--- config.mk ---
export PLATFORM = sky130hd
export DESIGN_NAME = cpu_sequencer
export DESIGN_NICKNAME = d
export VERILOG_FILES = /design/src/rtl/cpu_sequencer_pkg.sv /design/src/rtl/cpu_sequencer_decode.sv /design/src/rtl/cpu_sequencer.sv
export SDC_FILE = /design/constraint.sdc
export NUM_CORES = 1
export LEC_CHECK = 0
export BUFFER_PORTS_ARGS = -buffer_cell sky130_fd_sc_hd__buf_4
export CORE_MARGIN = 3
export CORE_UTILIZATION = 35
export CTS_CLUSTER_SIZE = 30
export DETAILED_ROUTE_END_ITERATION = 6
export PLACE_DENSITY = 0.7
export SYNTH_ARGS = -nofsm -noshare
export SYNTH_HDL_FRONTEND = slang
export SYNTH_SLANG_ARGS = --single-unit
--- constraint.sdc ---
create_clock -name clk -period 1.7 [get_ports clk]
set_input_delay 0.085 -clock clk [delete_from_list [all_inputs] [get_ports clk]]
set_output_delay 0.085 -clock clk [all_outputs]
set_load 0.02 [all_outputs]
--- src/rtl/cpu_sequencer_pkg.sv ---
// Shared definitions for the multicycle sequencer:
// FSM states, instruction classes and opcode fields.
package cpu_sequencer_pkg;

   typedef enum logic [2:0] {
      S_START,
      S_FETCH,
      S_DECODE,
      S_EXEC,
      S_WB,
      S_MEM
   } state_t;

   typedef enum logic [2:0] {
      C_ALU,
      C_LOAD,
      C_STOR,
      C_JAL,
      C_JCOND,
      C_BCOND,
      C_ILL
   } iclass_t;

   localparam logic [3:0] OP_RTYPE = 4'h0;
   localparam logic [3:0] OP_ANDI  = 4'h1;
   localparam logic [3:0] OP_ORI   = 4'h2;
   localparam logic [3:0] OP_XORI  = 4'h3;
   localparam logic [3:0] OP_MEMJ  = 4'h4;
   localparam logic [3:0] OP_SHI   = 4'h8;
   localparam logic [3:0] OP_CMPI  = 4'hB;
   localparam logic [3:0] OP_BCOND = 4'hC;
   localparam logic [3:0] OP_BAD   = 4'hE;
   localparam logic [3:0] OP_LUI   = 4'hF;

   localparam logic [3:0] FN_LOAD  = 4'h0;
   localparam logic [3:0] FN_STOR  = 4'h4;
   localparam logic [3:0] FN_JAL   = 4'h8;
   localparam logic [3:0] FN_CMP   = 4'hB;
   localparam logic [3:0] FN_JCOND = 4'hC;

   // Logical immediates and LUI take IR[7:0] unsigned.
   function automatic logic imm_is_zx(input logic [3:0] op);
      return (op == OP_ANDI) || (op == OP_ORI) ||
             (op == OP_XORI) || (op == OP_LUI);
   endfunction

endpackage

--- src/rtl/cpu_sequencer_decode.sv ---
// Combinational instruction decoder.
// ir in -> cls (class), imm (extended), wb_en, illegal.
module cpu_sequencer_decode
   import cpu_sequencer_pkg::*;
#(
   parameter int WIDTH = 16
) (
   input  logic [15:0]      ir,
   output iclass_t          cls,
   output logic [WIDTH-1:0] imm,
   output logic             wb_en,
   output logic             illegal
);

   logic [3:0] op;
   logic [3:0] fn;
   logic       is_mj;
   logic       mj_ok;

   assign op    = ir[15:12];
   assign fn    = ir[7:4];
   assign is_mj = (op == OP_MEMJ);
   assign mj_ok = (fn == FN_LOAD) || (fn == FN_STOR) ||
                  (fn == FN_JAL)  || (fn == FN_JCOND);

   always_comb begin
      cls = C_ALU;
      unique case (1'b1)
         is_mj && fn == FN_LOAD:  cls = C_LOAD;
         is_mj && fn == FN_STOR:  cls = C_STOR;
         is_mj && fn == FN_JAL:   cls = C_JAL;
         is_mj && fn == FN_JCOND: cls = C_JCOND;
         is_mj && !mj_ok:         cls = C_ILL;
         op == OP_BCOND:          cls = C_BCOND;
         op == OP_BAD:            cls = C_ILL;
         default: ;
      endcase
   end

   always_comb begin
      imm = {{(WIDTH-8){ir[7]}}, ir[7:0]};
      unique case (1'b1)
         imm_is_zx(op):
            imm = {{(WIDTH-8){1'b0}}, ir[7:0]};
         op == OP_SHI:
            imm = {{(WIDTH-5){ir[4]}}, ir[4:0]};
         default: ;
      endcase
   end

   // Compares only update flags.
   assign wb_en = !((op == OP_RTYPE && fn == FN_CMP) ||
                    op == OP_CMPI);
   assign illegal = (cls == C_ILL);

endmodule

--- src/rtl/cpu_sequencer.sv ---
// Multicycle sequencer: owns PC/IR, fetches, decodes and
// steers regfile, ALU, memory and PSR write enables.
// Ports: mem_* req/ready memory port; rf_* regfile read/write;
//   alu_* operands/controls and result/flag enables in;
//   psr_we gated flag enables; pc current PC; illegal pulse.
module cpu_sequencer
   import cpu_sequencer_pkg::*;
#(
   parameter int               WIDTH    = 16,
   parameter logic [WIDTH-1:0] RESET_PC = '0
) (
   input  logic             clk,
   input  logic             reset,
   output logic             mem_req,
   output logic             mem_we,
   output logic [WIDTH-1:0] mem_addr,
   output logic [WIDTH-1:0] mem_wdata,
   input  logic [WIDTH-1:0] mem_rdata,
   input  logic             mem_ready,
   output logic [3:0]       rf_raddr_dst,
   input  logic [WIDTH-1:0] rf_rdata_dst,
   output logic [3:0]       rf_raddr_src,
   input  logic [WIDTH-1:0] rf_rdata_src,
   output logic             rf_we,
   output logic [3:0]       rf_waddr,
   output logic [WIDTH-1:0] rf_wdata,
   output logic [WIDTH-1:0] alu_dst,
   output logic [WIDTH-1:0] alu_src,
   output logic [3:0]       alu_oper,
   output logic [3:0]       alu_func,
   output logic [3:0]       alu_cond,
   input  logic [WIDTH-1:0] alu_result,
   input  logic [4:0]       alu_psr_wren,
   output logic [4:0]       psr_we,
   output logic [WIDTH-1:0] pc,
   output logic             illegal
);

   state_t           state, nxt;
   logic [WIDTH-1:0] ir, a, b, imm_q, res;
   logic [WIDTH-1:0] pc_nxt, pc_one, imm;
   logic [4:0]       psr_q;
   iclass_t          cls;
   logic             wb_en, dec_ill;

   cpu_sequencer_decode #(.WIDTH(WIDTH)) u_dec (
      .ir      (ir[15:0]),
      .cls     (cls),
      .imm     (imm),
      .wb_en   (wb_en),
      .illegal (dec_ill)
   );

   assign pc_one = pc + WIDTH'(1);

   always_ff @(posedge clk) begin
      if (reset) begin
         state <= S_START;
         pc    <= RESET_PC;
         ir    <= '0;
         a     <= '0;
         b     <= '0;
         imm_q <= '0;
         res   <= '0;
         psr_q <= '0;
      end else begin
         state <= nxt;
         pc    <= pc_nxt;
         if (state == S_FETCH && mem_ready)
            ir <= mem_rdata;
         if (state == S_DECODE) begin
            a     <= rf_rdata_dst;
            b     <= rf_rdata_src;
            imm_q <= imm;
         end
         // Flags are captured here and committed only in WB.
         if (state == S_EXEC) begin
            res   <= alu_result;
            psr_q <= alu_psr_wren;
         end
      end
   end

   always_comb begin
      nxt          = state;
      pc_nxt       = pc;
      mem_req      = 1'b0;
      mem_we       = 1'b0;
      mem_addr     = '0;
      mem_wdata    = '0;
      rf_we        = 1'b0;
      rf_waddr     = ir[11:8];
      rf_wdata     = '0;
      alu_dst      = '0;
      alu_src      = '0;
      psr_we       = '0;
      illegal      = 1'b0;
      rf_raddr_dst = ir[11:8];
      rf_raddr_src = ir[3:0];
      alu_oper     = ir[15:12];
      alu_func     = ir[7:4];
      alu_cond     = ir[11:8];
      unique case (state)
         S_START: begin
            rf_waddr     = '0;
            rf_raddr_dst = '0;
            rf_raddr_src = '0;
            alu_oper     = '0;
            alu_func     = '0;
            alu_cond     = '0;
            nxt          = S_FETCH;
         end
         S_FETCH: begin
            mem_req  = 1'b1;
            mem_addr = pc;
            if (mem_ready) nxt = S_DECODE;
         end
         S_DECODE: begin
            if (dec_ill) begin
               illegal = 1'b1;
               pc_nxt  = pc_one;
               nxt     = S_FETCH;
            end else if (cls == C_LOAD || cls == C_STOR) begin
               nxt = S_MEM;
            end else begin
               nxt = S_EXEC;
            end
         end
         S_EXEC: begin
            nxt = S_FETCH;
            unique case (cls)
               C_ALU: begin
                  alu_dst = a;
                  alu_src = (ir[15:12] == OP_RTYPE) ? b : imm_q;
                  nxt     = S_WB;
               end
               C_BCOND: begin
                  alu_dst = pc_one;
                  alu_src = imm_q;
                  pc_nxt  = alu_result;
               end
               C_JCOND: begin
                  alu_dst = pc_one;
                  alu_src = b;
                  pc_nxt  = alu_result;
               end
               // Target comes from latched b, so a link
               // register equal to the target is safe.
               C_JAL: begin
                  alu_dst  = a;
                  alu_src  = pc_one;
                  rf_we    = 1'b1;
                  rf_wdata = alu_result;
                  pc_nxt   = b;
               end
               default: ;
            endcase
         end
         S_WB: begin
            rf_we    = wb_en;
            rf_wdata = res;
            psr_we   = psr_q;
            pc_nxt   = pc_one;
            nxt      = S_FETCH;
         end
         S_MEM: begin
            mem_req   = 1'b1;
            mem_addr  = b;
            mem_we    = (cls == C_STOR);
            mem_wdata = a;
            if (mem_ready) begin
               rf_we    = (cls == C_LOAD);
               rf_wdata = mem_rdata;
               pc_nxt   = pc_one;
               nxt      = S_FETCH;
            end
         end
         default: nxt = S_START;
      endcase
   end

endmodule

==> out/results.txt <==
Status: complete, but fails checks
Failing checks: setup timing
Clock sink count: 97
Initial core utilization: 36.4%
Post-Syn Instances: 825
Metal3 WL: 3190 um
Worst-margin pin slew: 666 ps
Nets: 1255
PnR worst setup slack: -645 ps
Clock root buffer: clkbuf_16
Vias: 8217
Dpl cells: 1278
Tot Pwr: 6.73 mW
GP Congestion: 0.920
Core Rows: 46
Max-Cap Viols: 0
RSZ-0062 raised after global routing: yes
Die Height: 136 um
Layout cells sized above 1: 51.0%
Slowest cell on crit path: a222oi_1
Drt pass-1 iters: 6
Global-route wire length before repair: 41700 um
Synth top area cells: dfxtp_1, nand2_1, a21oi_1
IO Count: 201
Clk buf depth: 2
CP endpoint kind: output pin
Worst hold path type: in -> reg
CP arrival: 2260 ps
Synth Area per Inst: 7.17 um2
Final period util: 138%
Largest net degree at the start of global routing: 45
Synthesized cell area: 0.00591 mm2
CP delay by family, top: compound AO/OA/AOI/OAI gates
Critical path type: reg -> out
Global route overflow: 0
Antenna Cells: 0
Max Clk Rate: 427 MHz
DRT Wirelength: 30800 um
CTS tree: yes
Primary FF master, synth: dfxtp_1
Clk_lat worst skew: 370 ps
Drt wl/cell: 22.0 um
EDFF count, synth: 0
DR WL met2: 14500 um
Pwr per Cell Area: 594 mW/mm2
CP bufs+invs: 2
Final period demand of the worst path: 2340 ps
Layout Area Growth over Synthesis: 91.7%
Highest metal used: met4
Final setup vio count: 101
Post-route ant nets: 0
Post-layout util: 69.9%
Final Hold Fails: 0
All-Layer GR Usage: 28.8%
DRT met1 WL: 11600 um
Antenna violations before repair: 0
Yosys Warn Count: 0
Slew margin rel.: 55.0%
Post-synthesis cell type count: 63
CP required: 1620 ps
Clock skew: 10.5 ps
Detailed Place HPWL: 18400 um
CP most frequent cell: buf_6
Leakage: 4.48 nW
Syn_nets: 900
Reg clk slew, reported paths: 80 ps
Share of the synthesized area in the top cell type: 32.8%
Die Wd: 136 um
Crit path cell chain: or2_4, buf_6, a21o_4, a222oi_1, nor2_2, buf_6
Final Max Tran Viols: 0
Area leader, netlist: dfxtp_1
H-tree lvl count: 3
DRC violations left: 0
CTS Buf Count: 9
Seq/Total Area, Yosys: 32.8%
Worst-path maximum fanout: 8
Max incr delay on CP: 580 ps
Startpoint types: register
Drt via density: 5.87
Worst vdd ir: 0.557 mV
Die area: 0.0185 mm2
Core area: 0.0162 mm2
FF+latch count, synth: 97
Drt initial violations: 1144
Vias in the first global route: 7534
Number of port buffers: 200
Finished Layout Cells: 1401
Async S/R FF share, synth: 0%
==> path summary, 6_finish.rpt <==
check	start	end	slack [ps]	cells after the start
max	ir[13]	alu_src[3]	-640	6
min	alu_result[6]	res[6]	10	3
max reg2reg	state[2]	pc[8]	-380	6
min reg2reg	psr_q[4]	psr_q[4]	460	2
==> report_power, final <==
part	switching [mW]	internal, mW
clock network	1.08	1.12
registers	0.128	2.38
logic	1.09	0.944
total	2.29	4.44
==> cells in the mapped netlist, drive strengths merged, types with 8 or more instances <==
cell and instances:
buf 39, inv 10, o21ai 44, dfxtp 97, nand3 10, mux2i 22, nor2 69, a22oi 37
nor3 10, a21oi 97, a222oi 8, nor2b 18, nand2 194, xnor2 9, and3 21, clkbuf 43
==> kinds of logic after synthesis <==
family	count (synthesis)	share of synthesized area (%)
buffers and inverters	92	7.40
AND/OR/NAND/NOR	365	28.1
XOR/XNOR	14	2.07
AO/OA/AOI/OAI	228	24.5
adder cells (fa/ha/maj)	3	0.635
flip-flops	97	32.8
multiplexers	26	4.48
==> state kept, by name, summed over array words and instances, names as in the netlist <==
name,cells
a,16
ir,16
imm_q,9
res,16
state,3
psr_q,5
b,16
pc,16
==> worst reg2reg max path, cell delays in order, from the launching register on <==
cell and delay, ps:
dfxtp_4 380, buf_6 120, nand3b_1 220, buf_6 190
buf_8 200, o311ai_0 650, a211oi_2 170
==> area by class of cell <==
class / instances / area (um2)
timing repair buffer: 425 / 4040
clock buffer: 10 / 250
inverter: 10 / 37.5
fill: 1098 / 4890
clock inverter: 6 / 56.3
sequential: 97 / 1990
multi-input combinational: 637 / 4700
tap: 216 / 270
==> layer usage <==
layer  up-vias  track usage (%)
met5         -                0
met4         0             12.5
met3       139             4.66
met2       587             47.3
met1      3898             37.3
li1       3593                -
==> placed cells by master, fill, tap and decap left out, drive strengths merged, types with 13 or more instances in the layout <==
| master | instances |
|---|---|
| nor2b | 18 |
| mux2i | 22 |
| nor2 | 69 |
| a22oi | 37 |
| buf | 369 |
| dfxtp | 97 |
| clkbuf | 13 |
| a21oi | 97 |
| and3 | 21 |
| inv | 13 |
| nand2 | 194 |
| o21ai | 44 |
| dlygate4sd3 | 53 |
==> per-stage QoR <==
step | setup slack (ps) | hold slack, ps | setup TNS (ps) | cell area [um2]
2_1_floorplan | -144 | 213 | -641 | 6340
3_3_place_gp | -234 | 334 | -7980 | 8670
3_5_place_dp | -299 | 340 | -9820 | 8670
4_1_cts | -448 | 4.36 | -20060 | 10600
5_1_grt | -671 | 15.1 | -33790 | 11300
6_report | -645 | 14.8 | -28670 | 11300
==> what timing repair did <==
item                                    in CTS  in global routing
resized for setup                          201                136
pin swaps                                   93                 57
endpoints found under the hold margin       53                  0
gates cloned                                 5                  5
endpoints found under the setup margin      73                127
buffers inserted                            39                 19
hold buffers                                53                  0
Power figures use the tool's default switching activity.
